`config.mk`:
```
export PLATFORM = sky130hd
export DESIGN_NAME = genie_wrr_sched
export DESIGN_NICKNAME = d
export VERILOG_FILES = /design/src/rtl/genie_wrr_sched.sv
export SDC_FILE = /design/constraint.sdc
export NUM_CORES = 1
export LEC_CHECK = 0
export CORE_ASPECT_RATIO = 1.75
export CORE_MARGIN = 3
export CORE_UTILIZATION = 40
export DETAILED_ROUTE_END_ITERATION = 10
export PLACE_DENSITY = 0.66
export SETUP_SLACK_MARGIN = 0.4
export SLEW_MARGIN = 20
export SYNTH_ARGS = -nofsm -noshare
export SYNTH_HDL_FRONTEND = slang
export SYNTH_SLANG_ARGS = --single-unit
```
`constraint.sdc`:
```
create_clock -name clk -period 3.94 [get_ports clk]
set_clock_uncertainty 0.15 [all_clocks]
set_input_delay 0.788 -clock clk [delete_from_list [all_inputs] [get_ports clk]]
set_output_delay 0.788 -clock clk [all_outputs]
set_load 0.01 [all_outputs]
```
`src/rtl/genie_wrr_sched.sv`:
```
// genie_wrr_sched: weighted round-robin, packet-aware grant controller.
// Each input may send up to weight[i] whole packets per turn before the
// grant rotates. The select is combinational (flow-through); only the
// holder, its packet budget, the packet lock and the weights are registered.
module genie_wrr_sched #(
  parameter int NI             = 4,
  parameter int WBITS          = 4,
  parameter int DEFAULT_WEIGHT = 1,
  parameter int NIBITS         = (NI > 1) ? $clog2(NI) : 1
) (
  input  logic              clk,
  input  logic              reset,
  input  logic [NI-1:0]     i_valid,
  input  logic [NI-1:0]     i_eop,
  output logic [NI-1:0]     o_ready,
  input  logic              i_ready,
  output logic [NIBITS-1:0] o_sel,
  output logic              o_grant_valid,
  output logic              o_eop,
  input  logic              cfg_we,
  input  logic [NIBITS-1:0] cfg_idx,
  input  logic [WBITS-1:0]  cfg_wdata,
  output logic [WBITS-1:0]  o_budget
);

  typedef enum logic {S_ARB = 1'b0, S_LOCKED = 1'b1} state_t;

  state_t             state_reg;
  logic [NIBITS-1:0]  holder_reg;
  logic [WBITS-1:0]   budget_reg;
  logic [WBITS-1:0]   weight_reg [NI];

  logic [NI-1:0]      eligible;
  logic [NIBITS-1:0]  cand;
  logic [NIBITS-1:0]  rot_sel;
  logic               any_eligible;
  logic               holder_stay;
  logic [NIBITS-1:0]  sel;
  logic               grant_valid;
  logic               sel_eop;
  logic               data_sent;
  logic [WBITS-1:0]   load_budget;

  // Decrement by one packet when an eop beat goes out, never below zero.
  function automatic logic [WBITS-1:0] sat_dec(input logic [WBITS-1:0] v, input logic dec);
    return (dec && (v != '0)) ? (v - WBITS'(1)) : v;
  endfunction

  genvar gi;
  generate
    for (gi = 0; gi < NI; gi++) begin : g_per_input
      // A zero weight removes the input from arbitration entirely.
      assign eligible[gi] = i_valid[gi] && (weight_reg[gi] != '0);
      // Ready only to the selected input; mid-packet the holder sees ready
      // even while its valid is low so it can resume without re-arbitration.
      assign o_ready[gi]  = i_ready && (sel == NIBITS'(gi)) &&
                            (grant_valid || (state_reg == S_LOCKED));
    end
  endgenerate

  // Rotating search: first eligible input after the holder, wrapping to the holder itself.
  always_comb begin
    any_eligible = 1'b0;
    rot_sel      = holder_reg;
    cand         = '0;
    for (int k = 1; k <= NI; k++) begin
      cand = NIBITS'((int'(holder_reg) + k) % NI);
      if (!any_eligible && eligible[cand]) begin
        any_eligible = 1'b1;
        rot_sel      = cand;
      end
    end
  end

  // Select: locked holder, or holder with remaining budget, or the rotate winner.
  always_comb begin
    holder_stay = eligible[holder_reg] && (budget_reg != '0);
    if (state_reg == S_LOCKED) begin
      sel         = holder_reg;
      grant_valid = i_valid[holder_reg];
    end else if (holder_stay) begin
      sel         = holder_reg;
      grant_valid = 1'b1;
    end else begin
      sel         = rot_sel;
      grant_valid = any_eligible;
    end
    sel_eop     = i_eop[sel];
    data_sent   = grant_valid && i_ready;
    // A fresh turn reloads from the winner's weight; staying keeps the budget.
    load_budget = holder_stay ? budget_reg : weight_reg[sel];
  end

  // Packet-lock FSM with holder and budget tracking.
  always_ff @(posedge clk or posedge reset) begin
    if (reset) begin
      state_reg  <= S_ARB;
      holder_reg <= NIBITS'(NI - 1);
      budget_reg <= '0;
    end else begin
      case (state_reg)
        S_ARB: begin
          if (data_sent) begin
            holder_reg <= sel;
            budget_reg <= sat_dec(load_budget, sel_eop);
            if (!sel_eop) state_reg <= S_LOCKED;
          end
        end
        S_LOCKED: begin
          if (data_sent && sel_eop) begin
            budget_reg <= sat_dec(budget_reg, 1'b1);
            state_reg  <= S_ARB;
          end
        end
        default: state_reg <= S_ARB;
      endcase
    end
  end

  // Runtime weight registers; out-of-range indices match no entry.
  always_ff @(posedge clk or posedge reset) begin
    if (reset) begin
      for (int i = 0; i < NI; i++) weight_reg[i] <= WBITS'(DEFAULT_WEIGHT);
    end else if (cfg_we) begin
      for (int i = 0; i < NI; i++) begin
        if (cfg_idx == NIBITS'(i)) weight_reg[i] <= cfg_wdata;
      end
    end
  end

  assign o_sel         = sel;
  assign o_grant_valid = grant_valid;
  assign o_eop         = sel_eop;
  assign o_budget      = budget_reg;

endmodule

```
# After elaboration in Yosys (flattened, before gate mapping)

Index checks and enable logic that the tools add are counted.

Memories kept: 0
Word-level logic and storage cells: 107
Memory bits (writable): 0
Output and inout bits: 12
Latch bits: 0
Flip-flop bits (word level): 23
Bits in read-only memories: 0

Divide/modulo/power cells: 0
Add/subtract/negate cells: 6
Bitwise operators: 2
Eq/ne operators: 9
Reductions and logical operators: 37
Mux-type cells: 39
$lt $le $gt $ge: 7
$mul: 0
Shift operators: 0

Operators by type and width:

| kind                  | count |
|---|---|
| $mux W4               | 7 |
| $reduce_bool A4 Y1    | 6 |
| $logic_and A1 B1 Y1   | 19 |
| $lt A2 B3 Y1 const B  | 6 |
| $mux W1               | 16 |
| $bmux W1 S2           | 7 |
| $mux W2               | 6 |
| $reduce_and A2 Y1     | 5 |
| $bmux W4 S2           | 1 |
| $eq A2 B2 Y1 const B  | 4 |
| $pmux W4 S2           | 1 |
| $sub A4 B1 Y4 const B | 2 |
| $add A2 B1 Y2 const B | 2 |
| $add A2 B2 Y2 const B | 2 |
| $eq A2 B1 Y1 const B  | 2 |
| $logic_not A2 Y1      | 2 |
| $ne A2 B1 Y1 const B  | 2 |
| $ge A3 B3 Y1 const B  | 1 |
| $logic_not A1 Y1      | 3 |
| $not A2 Y3            | 1 |
| $reduce_and A3 Y1     | 1 |
| $ne A2 B2 Y1 const B  | 1 |
| $pmux W1 S2           | 1 |
| $logic_or A1 B1 Y1    | 1 |
| $not A1 Y1            | 1 |

# Longest topological paths before layout

Gate-level depths: netlist of the first run.

Depth in word-level cells: 26
Gate-level depth with buffers: 15
Depth with buffers taken out: 14

# Least setup slack after synthesis of the first run

No wires, ideal clock.

Path type: input port to flip-flop
Start: input port i_valid[1]
End: register budget_reg[1], in the netlist o_budget[1]
Setup slack: 0.069 ns
Setup time: 0.087 ns
Stages: 13
Arrival: 3.634 ns
Buffers on the path: 1
Cell sequence: o41a_1 > mux4_2 > and2_4 > nor3_4 > xnor2_1 > buf_2 > mux2i_1 > a221oi_1 > inv_1 > ha_1 > a311oi_1 > a41oi_1 > o211ai_1

Word-level cells in the longest chain between the ends: 25
Elaborated cells between the ends (all ways): 50

Ends and longest elaborated chain:

| element                                                              | RTL line | text |
|---|---|---|
| start: declaration                                                   | 13       | `input logic [NI-1:0] i_valid,` |
| parallel branches: the longest is 25 deep, another holds $bmux W1 S2 | n/a      |  |
| end signal: assignment                                               | 105      | `budget_reg <= sat_dec(load_budget, sel_eop);` |
| end signal: assignment                                               | 111      | `budget_reg <= sat_dec(budget_reg, 1'b1);` |
| end: declaration                                                     | 30       | `logic [WBITS-1:0] budget_reg;` |

Several ways; the timed one is not identified. The select of a mux whose other input is x is not followed.
A chain may end at the register's enable or synchronous reset.

# Worst setup path in the final report of the first run

Start: register weight_reg[5] in the netlist's numbering
End: output port o_eop

Word-level cells in the longest chain between the ends: 18
Elaborated cells between the ends (all ways): 30

Ends and longest elaborated chain:

| element                           | RTL line | text |
|---|---|---|
| start: declaration                | 31       | `logic [WBITS-1:0] weight_reg [NI];` |
| start signal: indexed assignment  | 126      | `if (cfg_idx == NIBITS'(i)) weight_reg[i] <= cfg_wdata;` |
| $reduce_bool A4 Y1 (*)            | 53       | `assign eligible[gi] = i_valid[gi] && (weight_reg[gi] != '0);` |
| $logic_and A1 B1 Y1 (*)           | 53       |  |
| $bmux W1 S2                       | 68       | `if (!any_eligible && eligible[cand]) begin` |
| $mux W1 (implied by the code)     | 68       |  |
| $mux W1                           | 68       |  |
| $logic_not A1 Y1                  | 68       |  |
| $logic_and A1 B1 Y1               | 68       |  |
| $mux W1                           | 68       |  |
| (+2 left out)                     | n/a      |  |
| $mux W1                           | 68       |  |
| $logic_not A1 Y1                  | 68       |  |
| $logic_and A1 B1 Y1               | 68       |  |
| $mux W2                           | 68       |  |
| $mux W2 (*)                       | 81       | `end else if (holder_stay) begin` |
| $mux W2 (*)                       | 78       | `if (state_reg == S_LOCKED) begin` |
| $bmux W1 S2 (*)                   | 88       | `sel_eop = i_eop[sel];` |
| $mux W1 (implied by the code) (*) | 88       |  |
| end: declaration                  | 19       | `output logic o_eop,` |

Mark *: on every way between the ends. The rest lies on a longest branch, timed or not. The select of a mux whose other input is x is not followed.

==> results by group, run 1 <==
Clock network
  • Root buf cell: clkbuf_8
  • Max clock buf depth: 2
  • CTS Buf Count: 3
  • Clock Latency Late Sink: 0.27 ns
  • CTS tree: yes
  • H-tree depth: 1
  • Post-CTS Hold Fix Bufs: 0
  • Clock Pin Slew Worst Setup and Hold Paths: 0.08 ns
  • CTS Sinks: 23

Yosys
  • Post-synthesis cell count: 170
  • Compound-Gate Fraction of Synth Area: 0.225
  • Synth Area in Simple Gates: 0.155
  • Count of different cell masters after synthesis: 50
  • Synth area leader: dfrtp_1
  • Post-synth top flop: dfrtp_1
  • Sequential area share after synthesis: 0.346
  • Adder-cell share of the synthesized area: 0.0149
  • Number of synthesized flops with an enable pin: 0
  • Post-synth ARST share: 1.00
  • Syn Nets: between 150 and 200
  • Main combinational cell family by area after synthesis: compound AO/OA/AOI/OAI gates
  • Area share of the largest cell type after synthesis: 0.253
  • Cell with the most instances after synthesis: mux2_2
  • Commonest cells in the netlist: 18 x mux2_2, 17 x dfrtp_1, 10 x nand2_1
  • Mean Syn Cell Area: 9.90 sq um
  • Multiplexer share of the synthesized area: 0.207
  • Ys Warns: 0
  • Synth Register Bits: 23
  • Netlist Area Pre-Place: approximately 1700 sq um
  • Synth area leaders: dfrtp_1 25%, mux2_2 12%, dfstp_2 9.4%
  • Synth Area in XOR/XNOR: 0.0156

Final layout
  • Synth-to-layout area growth: 64.1%
  • Max FFs per register: 16
  • FILL cells: approximately 320
  • Net count, final: 288
  • Antenna cell count: 0
  • Cell Count, Final, Fillers Out: 315
  • Fin area: 2760 sq um
  • Layout cells sized above 1: 0.524
  • Finished Core Util: 0.694

Floorplanning
  • Die H: 91.8 microns
  • Num ports: 30
  • Initial Utilization: 0.423
  • Core area: 3980 sq um
  • Site Rows: 30
  • Die Width: 55.0 microns
  • Die ar.: 5050 sq um

Placed design
  • RePlAce Congestion: 0.948
  • Post-DP HPWL: 4.07 mm
  • Placed Instances: 282
  • Post-DP Area: 2350 sq um
  • Port bufs: 29
  • DP Worst Slack: -0.559 ns

Run status
  • Status: completed

Setup path
  • Crit Path Category: flip-flop to primary output
  • Req. time, crit path: 3.00 ns
  • Reg2reg end: o_budget[1]$_DFFE_PP0P_
  • R2R setup slack: 0.13 ns
  • Worst r2r path cells: 15
  • Critical Path Fanout Max: 3
  • Reg-to-reg startpoint: weight_reg[5]$_DFFE_PP0P_
  • Worst endpoint data arrival time: 2.92 ns
  • Crit. End Element: primary output
  • Startpoint types: flip-flop

Global route
  • Largest net degree at the start of global routing: 24
  • Vias in the first global route: 1899
  • GRT Resource Usage Total: 0.243
  • First-pass GRT wire length: 9.06 mm
  • Total gr overflow: 0
  • Initial antenna violation count: 0

Timing
  • Setup ws final: around 0.08 ns
  • Normalized max-slew margin: 0.415
  • RSZ-0062 raised after global routing: yes
  • Crit path time final: about 3.9 ns
  • Fmax: 259 MHz
  • Worst slew pin tran: 0.876 ns
  • Final hold violation count: 0
  • Pins Over Slew Limit: 0
  • Finish-stage setup viols: 0
  • Final period utilization: 0.979

Pwr
  • Net Sw Frac: 0.430
  • Net Sw Power: 1.15 mW
  • Final total power: 2.67 mW
  • Power share of the clock group: 0.057
  • Pleak: 1.19 nW
  • Comb pwr share: 0.777
  • Internal Pwr Total: 1.52 mW
  • Flop pwr share: 0.166
  • Peak supply drop: 0.592 mV
  • Power Dens Cells: 966 nW/um^2

Min path
  • Hold_sp: weight_reg[10]$_DFFE_PP0P_
  • Min-delay worst type: flip-flop to flip-flop
  • Hold depth: 1
  • Hold path endpoint: weight_reg[10]$_DFFE_PP0P_

Run
  • Max Cap Viol: 0

Route
  • Total number of vias: 1846
  • Routed WL per cell: 17.9 microns
  • DRT Wirelength: 5.63 mm
  • 1st-pass router iterations: 4
  • Iteration-0 DRC Markers: 55
  • DRC: 0
  • Vias per std cell: 5.86
  • Post-route ant nets: 0
## what timing repair did
item | CTS | global route
buffers inserted | 20 | 9
pin swaps | 19 | 14
resized for setup | 64 | 16
setup endpoints to repair | 12 | 12
## logic make-up (layout without fill, tap and decap cells)
group | count (synthesis) | after routing
flops | 23 | 23
buf+inv | 15 | 112
xor+xnor | 3 | 3
simple gates | 49 | 49
mux | 30 | 30
compound gates | 48 | 48
fa+ha+maj | 2 | 2
## critical path, stage by stage, from the launching register on
cell and delay, ns:
dfrtp_1 0.44, o41a_1 0.44, mux4_2 0.51, and2_4 0.17, nor3_4 0.22, xnor2_4 0.17, buf_4 0.14, mux2i_2 0.21
mux2_4 0.20, inv_4 0.03, buf_6 0.11
## power groups by stage
stage | clock network [mW] | logic, mW | registers, mW
2_1_floorplan | 0 | 0.946 | 0.386
3_5_place_dp | 0 | 1.56 | 0.437
3_3_place_gp | 0 | 1.51 | 0.433
4_1_cts | 0.157 | 1.89 | 0.436
6_report | 0.151 | 2.07 | 0.443
5_1_grt | 0.163 | 2.23 | 0.455
## per-stage QoR
step	hold WS [ns]	setup TNS, ns
global placement	0.370	-4.34
detailed placement	0.394	-4.80
global route	0.433	-0.0961
floorplan	0.348	0
finish	0.399	0
CTS	0.438	0
## placed cells by master (no fill, tap or decap), types with 3 or more instances in the layout
cell type        instances
buf_4                   62
mux2_2                  17
dfrtp_1                 17
clkdlybuf4s50_1         17
nand2_1                 10
a21oi_1                  8
buf_6                    8
nor2_1                   7
inv_1                    6
nand3_1                  6
dfstp_2                  6
o21ai_0                  5
mux2i_1                  5
buf_2                    5
nor3_1                   4
o41a_1                   4
mux2i_2                  4
o31a_1                   3
o31ai_1                  3
nor3_2                   3
clkbuf_8                 3
## layer usage
| layer | GRT usage | share of wire | wire length (microns) |
|---|---|---|---|
| met2 | 0.447 | 0.57 | 3230 |
| met3 | 0.0244 | 0.031 | 175 |
| met5 | 0 | 0 | 0 |
| met1 | 0.258 | 0.37 | 2070 |
| met4 | 0.103 | 0.028 | 157 |
## cell type report
class | count | area [sq um] | share of cell area
Multi-Input combinational cell | 132 | 1210 | 0.439
Inverter | 10 | 42.5 | 0.0154
Tap cell | 48 | 60.1 | 0.0217
Clock buffer | 3 | 41.3 | 0.0150
Clock inverter | 1 | 5.00 | 0.00181
Sequential cell | 23 | 583 | 0.211
Timing Repair Buffer | 98 | 817 | 0.296
## worst max path at each step
stage                                     from                      end  slack (ns)  depth (start not counted)
global route         weight_reg[8]$_DFFE_PP1P_  o_budget[1]$_DFFE_PP0P_       -0.06                         15
global placement                    i_valid[0]                    o_eop       -0.53                         10
detailed placement                  i_valid[3]               o_ready[3]       -0.56                         10
floorplan                           i_valid[1]  o_budget[0]$_DFFE_PP0P_        0.34                         10
CTS                 weight_reg[11]$_DFFE_PP0P_  o_budget[1]$_DFFE_PP0P_        0.12                         15
finish               weight_reg[5]$_DFFE_PP0P_                    o_eop        0.08                         10
(Power assumes the default switching activity.)
==> run 2: changes to the inputs <==
Settings changed: ABC_AREA set to 1, PLACE_DENSITY 0.66 to 0.65.
==> run 2 against run 1 <==
  * Critical path depth is 1 higher
  * Sequential power decreased by 16%
  * Clock power increased by 3%
  * Combinational power down 31%
  * Clock-buffer cell count is 1 higher
  * Maximum frequency up 13%
  * Hold slack got worse by 0.033 ns
  * Core utilization fell by 14 points
  * Critical path type is now primary input to primary output
  * Critical endpoint is now o_sel[0]
  * Via count increased by 1.7%
==> results by group, run 2 <==
Floorplanning
  • Num ports: 30 (unchanged)
  • Core area: 4440 sq um (+12%)
  • Initial Utilization: 0.416 (-0.00742)
  • Die ar.: 5500 sq um (+8.9%)
  • Die Width: 57.4 microns (+4.2%)
  • Die H: 95.9 microns (+4.4%)
  • Site Rows: 32 (+6.7%)

Yosys
  • Ys Warns: 0 (unchanged)
  • Count of different cell masters after synthesis: 26 (-48%)
  • Mean Syn Cell Area: 6.92 sq um (-30%)
  • Post-synthesis cell count: 267 (+57%)
  • Syn Nets: 287 (+51%)
  • Synth area leader: dfrtp_1
  • Sequential area share after synthesis: 0.316 (-0.0308)
  • Post-synth top flop: dfrtp_1
  • Synth Register Bits: 23 (unchanged)
  • Post-synth ARST share: 1.00 (unchanged)
  • Area share of the largest cell type after synthesis: 0.230 (-0.0224)
  • Netlist Area Pre-Place: 1850 sq um (+9.7%)
  • Synth area leaders: dfrtp_1 23%, nand2_1 17%, nand3_1 8.7%
  • Commonest cells in the netlist: 86 x nand2_1, 32 x nand3_1, 23 x o21ai_0
  • Cell with the most instances after synthesis: nand2_1
  • Number of synthesized flops with an enable pin: 0 (unchanged)

Timing
  • RSZ-0062 raised after global routing: yes
  • Fmax: 292 MHz (+13%)
  • Final period utilization: 0.868 (-0.111)
  • Finish-stage setup viols: 0 (unchanged)
  • Normalized max-slew margin: 0.403 (-0.0127)
  • Setup tns final: 0 ns (unchanged)
  • Final hold violation count: 0 (unchanged)
  • Hold_ws: 0.366 ns (-0.0334 ns)
  • Crit path time final: 3.42 ns (-0.438 ns)
  • Setup ws final: 0.520 ns (+0.438 ns)
  • Worst slew pin tran: 0.895 ns (+0.0190 ns)
  • Pins Over Slew Limit: 0 (unchanged)

Global route
  • First-pass GRT wire length: 8.16 mm (-10%)
  • Total gr overflow: 0 (unchanged)
  • Vias in the first global route: 1857 (-2.2%)
  • GRT Resource Usage Total: 0.188 (-0.0546)
  • Initial antenna violation count: 0 (unchanged)
  • Largest net degree at the start of global routing: 24 (unchanged)

Final layout
  • Max FFs per register: 16 (unchanged)
  • FILL cells: 434 (+35%)
  • Most common cell after layout, fill and taps aside: nand2_1
  • Finished Core Util: 0.549 (-0.145)
  • Antenna cell count: 0 (unchanged)
  • Net count, final: 337 (+17%)
  • Synth-to-layout area growth: 32.2%
  • Layout cells sized above 1: 0.285 (-0.240)
  • Most frequent cells in the layout: 77 x nand2_1, 27 x nand3_1, 23 x o21ai_0

Clock network
  • CTS Buf Count: 3 (unchanged)
  • CTS Sinks: 23 (unchanged)
  • Root buf cell: clkbuf_8
  • Post-CTS Hold Fix Bufs: 0 (unchanged)
  • CTS tree: yes
  • Clock Latency Late Sink: 0.27 ns (about the same)
  • Max clock buf depth: 2 (unchanged)
  • Clock Pin Slew Worst Setup and Hold Paths: 0.08 ns (about the same)
  • H-tree depth: 1 (unchanged)

Min path
  • Hold depth: 2 (+1)
  • Hold_sp: weight_reg[12]$_DFFE_PP1P_
  • Hold path endpoint: weight_reg[12]$_DFFE_PP1P_
  • Min-delay worst type: flip-flop to flip-flop

Run status
  • Status: completed

Pwr
  • Pleak: 1.16 nW (-2.8%)
  • Power Dens Cells: 798 nW/um^2 (-17%)
  • Peak supply drop: 0.403 mV (-32%)

Setup path
  • Crit. End Element: primary output
  • Req. time, crit path: 3.00 ns (about the same)
  • Crit Path Category: primary input to primary output
  • R2R setup slack: 0.61 ns (+0.48 ns)
  • Reg2reg end: o_budget[1]$_DFFE_PP0P_
  • Worst endpoint data arrival time: 2.48 ns (-0.44 ns)
  • Worst r2r path cells: 27 (+12)
  • Startpoint types: primary input
  • Critical Path Fanout Max: 7 (+4)
  • Reg-to-reg startpoint: holder_reg[0]$_DFFE_PP1P_

Route
  • DRC: 0 (unchanged)
  • Total number of vias: 1877 (+1.7%)
  • Post-route ant nets: 0 (unchanged)
  • Iteration-0 DRC Markers: 72 (+31%)
  • Routed WL per cell: 13.8 microns (-23%)
  • 1st-pass router iterations: 4 (unchanged)
  • DRT Wirelength: 5.08 mm (-9.9%)
  • Vias per std cell: 5.11 (-13%)

Placed design
  • Port bufs: 29 (unchanged)
  • Post-DP HPWL: 3.85 mm (-5.5%)
  • DP Worst Slack: -0.0256 ns (+0.533 ns)
  • RePlAce Congestion: 0.863 (-8.9%)

Run
  • Max Cap Viol: 0 (unchanged)
-- run 2: changes by cell type after synthesis, sizes merged, moves of 4 or more --
cell | previous run | this run
nand2 | 10 | 104
nand3 | 6 | 44
mux2 | 19 | 0
o21ai | 6 | 25
nor2 | 8 | 24
inv | 10 | 23
mux2i | 9 | 0
nor3 | 9 | 4
clkinv | 0 | 4
nor4 | 4 | 0
o41a | 4 | 0
-- run 2: kinds of logic (layout without fill, tap and decap cells) --
logic type | count (synthesis) | count (layout) | synth area share
AO/OA/AOI/OAI | 34 | 34 | 0.102
XOR/XNOR | 1 | 1 | 0.00474
adder cells (fa/ha/maj) | 2 | 2 | 0.0135
buffers and inverters | 29 | 77 | 0.0725
flip-flops | 23 | 23 | 0.316
AND/OR/NAND/NOR | 178 | 179 | 0.492
-- run 2: timing repair --
action / in CTS / in global routing
gates cloned: 1 / 0
buffers inserted: 3 / 7
resized for setup: 19 / 18
pin swaps: 4 / 8
endpoints found under the setup margin: 9 / 10
-- run 2: metal layers --
layer  routed length (microns)  GRT usage  vias up  share of wire
met4                       150     0.0793        0          0.030
met3                       109     0.0201       13          0.021
met5                         0          0        -              0
met1                      1820      0.188      852           0.36
met2                      2990      0.376       44           0.59
li1                          -          -      968              -
-- run 2: through the flow --
stage / std cells / power [mW] / instance area (sq um)
floorplan: 267 / 1.28 / 1850
global placement: 352 / 1.62 / 2230
detailed placement: 352 / 1.63 / 2230
CTS: 360 / 1.81 / 2320
global route: 367 / 2.13 / 2440
finish: 367 / 1.95 / 2440
-- run 2: final cells by class --
class,instances,area [sq um],share of cell area
inverters,27,114,0.0466
flip-flops and latches,23,583,0.239
well taps,51,63.8,0.0261
multi-input cells,216,1220,0.500
clock buffers,4,45.0,0.0185
repair buffers,46,415,0.170
-- run 2: worst max-delay path by stage --
stage | from | to | depth (start not counted) | slack, ns
floorplan | i_valid[1] | o_budget[1]$_DFFE_PP0P_ | 26 | 0.94
global placement | i_valid[1] | o_ready[0] | 14 | 0.02
detailed placement | i_valid[1] | o_ready[0] | 14 | -0.03
CTS | i_valid[1] | o_ready[1] | 12 | 0.49
global route | i_valid[0] | o_budget[1]$_DFFE_PP0P_ | 26 | 0.36
finish | i_valid[0] | o_sel[0] | 11 | 0.52
-- run 2: worst max-delay path, stage by stage --
cell and delay (ns):
dlygate4sd2_1 0.28, nand3_2 0.10, nand3_1 0.08, nand2_2 0.12, nand3_1 0.10, nand2_2 0.11, nand3_2 0.10, nand2_4 0.11
nand2_4 0.08, clkinv_2 0.07, clkdlybuf4s50_1 0.54
-- run 2: where the power goes --
group | total [mW] | switching [mW] | internal (mW)
Combinational | 1.42 | 0.841 | 0.579
Clock | 0.155 | 0.0830 | 0.0725
Sequential | 0.372 | 0.0661 | 0.305
Total | 1.95 | 0.990 | 0.957
==> run 3: changes to the inputs <==
Settings changed: CORE_MARGIN 3 to 1.
==> run 3 against run 2 <==
  * First-iteration DRC count down 51%
  * Routed wire length shrank 5.7%
  * Highest routed layer unchanged
  * Clock power about the same
==> results by group, run 3 (synthesized netlist as in run 2, its figures left out) <==
Timing
  • Fmax: 295 MHz (+0.76%)
  • RSZ-0062 raised after global routing: yes
  • Crit path time final: 3.39 ns (-0.0257 ns)
  • Worst slew pin tran: 0.890 ns (-0.00507 ns)
  • Final hold violation count: 0 (unchanged)
  • Pins Over Slew Limit: 0 (unchanged)
  • Final period utilization: 0.862 (-0.00652)
  • Normalized max-slew margin: 0.406 (+0.00339)
  • Finish-stage setup viols: 0 (unchanged)

Final layout
  • Layout cells sized above 1: 0.263 (-0.0222)
  • Most frequent cells in the layout: 83 x nand2_1, 27 x nand3_1, 23 x o21ai_0
  • Max FFs per register: 16 (unchanged)
  • Synth-to-layout area growth: 30.6%
  • Net count, final: 337 (unchanged)
  • Antenna cell count: 0 (unchanged)
  • Most common cell after layout, fill and taps aside: nand2_1
  • Fin area: 2410 sq um (-1.2%)

Clock network
  • Root buf cell: clkbuf_8
  • CTS Buf Count: 3 (unchanged)
  • CTS Sinks: 23 (unchanged)
  • Post-CTS Hold Fix Bufs: 0 (unchanged)
  • Max clock buf depth: 2 (unchanged)
  • Clock Latency Late Sink: 0.27 ns (about the same)
  • Clock Pin Slew Worst Setup and Hold Paths: 0.09 ns (about the same)
  • CTS tree: yes
  • H-tree depth: 1 (unchanged)

Min path
  • Min-delay worst type: flip-flop to flip-flop
  • Hold depth: 2 (unchanged)

Route
  • 1st-pass router iterations: 5 (+1)
  • Met2 WL: 2.94 mm (-1.8%)
  • Max Used Layer: met4
  • Post-route ant nets: 0 (unchanged)
  • Vias per std cell: 5.16 (+0.96%)
  • Met1 Wirelength: 1.64 mm (-10%)
  • Met3 wire length: 101 microns (-7.3%)
  • DRT Wirelength: 4.79 mm (-5.7%)
  • DRC: 0 (unchanged)
  • Iteration-0 DRC Markers: 35 (-51%)
  • Routed WL per cell: 13.0 microns (-5.7%)
  • Total number of vias: 1895 (+0.96%)

Placed design
  • Post-DP Area: 2230 sq um (unchanged)
  • Post-DP HPWL: 3.82 mm (-0.78%)
  • RePlAce Congestion: 0.838 (-3.0%)
  • Port bufs: 29 (unchanged)

Setup path
  • Req. time, crit path: 3.00 ns (about the same)
  • Startpoint types: flip-flop
  • Worst endpoint data arrival time: 2.46 ns (-0.02 ns)
  • Crit. End Element: primary output
  • Worst r2r path cells: 27 (unchanged)
  • Crit Path Category: flip-flop to primary output
  • R2R setup slack: 0.65 ns (+0.04 ns)
  • Critical Path Fanout Max: 8 (+1)

Floorplanning
  • Core area: 4400 sq um (-0.90%)
  • Die H: 91.9 microns (-4.2%)
  • Die Width: 53.4 microns (-7.0%)
  • Num ports: 30 (unchanged)
  • Die ar.: 4900 sq um (-11%)
  • Site Rows: 32 (unchanged)
  • Initial Utilization: 0.419 (+0.00378)

Global route
  • First-pass GRT wire length: 7.95 mm (-2.5%)
  • Total gr overflow: 0 (unchanged)
  • Largest net degree at the start of global routing: 24 (unchanged)
  • Vias in the first global route: 1840 (-0.92%)
  • Initial antenna violation count: 0 (unchanged)
  • GRT Resource Usage Total: 0.219 (+0.0313)

Pwr
  • Power share of the clock group: 0.081 (about the same)
  • Pleak: 1.17 nW (+0.62%)
  • Net Sw Frac: 0.512 (+0.00335)
  • Power Dens Cells: 783 nW/um^2 (-1.9%)
  • Comb pwr share: 0.725 (-0.004)
  • Flop pwr share: 0.194 (+0.003)
  • Final total power: 1.89 mW (-3.0%)
  • Peak supply drop: 0.420 mV (+4.2%)
  • Internal Pwr Total: 922 uW (-3.7%)
  • Net Sw Power: 966 uW (-2.4%)

Run status
  • Status: completed

Run
  • Max Cap Viol: 0 (unchanged)
[run 3: final timing paths]
check                                               start                          to
worst max-delay path            holder_reg[0]$_DFFE_PP1P_                       o_eop
worst min-delay path            weight_reg[0]$_DFFE_PP1P_   weight_reg[0]$_DFFE_PP1P_
worst max register to register  holder_reg[1]$_DFFE_PP1P_     o_budget[1]$_DFFE_PP0P_
worst min register to register  weight_reg[0]$_DFFE_PP1P_   weight_reg[0]$_DFFE_PP1P_
max in group asynchronous                           reset  weight_reg[13]$_DFFE_PP0P_
min in group asynchronous                           reset     o_budget[2]$_DFFE_PP0P_
[run 3: critical path: stages, from the launching register on]
cell and delay [ns]:
dfstp_2 0.58, buf_8 0.13, nand2_2 0.07, nand2_4 0.10, clkinv_2 0.07, nand3_2 0.10
nand2_2 0.07, nand3_2 0.09, nand2_1 0.06, nand2_2 0.11, nand3_4 0.09, nand2_4 0.11
clkinv_2 0.09, nand2_1 0.06, nand2_1 0.04, nand2_1 0.09, nand2_4 0.05, dlygate4sd2_1 0.27
[run 3: layout make-up]
type | instances | area (sq um)
Fill cell | 442 | 1990
Multi-Input combinational cell | 216 | 1190
Sequential cell | 23 | 583
Timing Repair Buffer | 46 | 422
Inverter | 27 | 111
Tap cell | 51 | 63.8
Clock buffer | 4 | 45.0
[run 3: power groups by stage]
stage	registers, mW	clock network, mW	logic (mW)
3_3_place_gp	0.378	0	1.25
2_1_floorplan	0.361	0	0.915
6_report	0.366	0.154	1.37
3_5_place_dp	0.379	0	1.26
4_1_cts	0.365	0.157	1.31
5_1_grt	0.375	0.167	1.52
[run 3: per-stage QoR]
stage | std cells | setup slack (ns) | hold WS, ns | setup TNS (ns) | util
after CTS | 359 | 0.463 | 0.357 | 0 | 0.530
after detailed placement | 352 | 0.0109 | 0.344 | 0 | 0.507
after global placement | 352 | -0.00703 | 0.338 | -0.00703 | 0.507
after global routing | 367 | 0.352 | 0.376 | 0 | 0.548
final | 367 | 0.545 | 0.355 | 0 | 0.548
after floorplan | 267 | 0.944 | 0.325 | 0 | -
[run 3: layer usage]
layer,global-route usage,vias up
met1,0.201,854
li1,-,982
met3,0.0282,15
met4,0.0877,0
met2,0.439,44
met5,0,-
[run 3: repair_timing]
action / in CTS / in global routing
gates resized for setup: 21 / 7
gates cloned: 1 / 0
pin swaps: 2 / 0
setup buffers: 2 / 8
endpoints found under the setup margin: 10 / 10
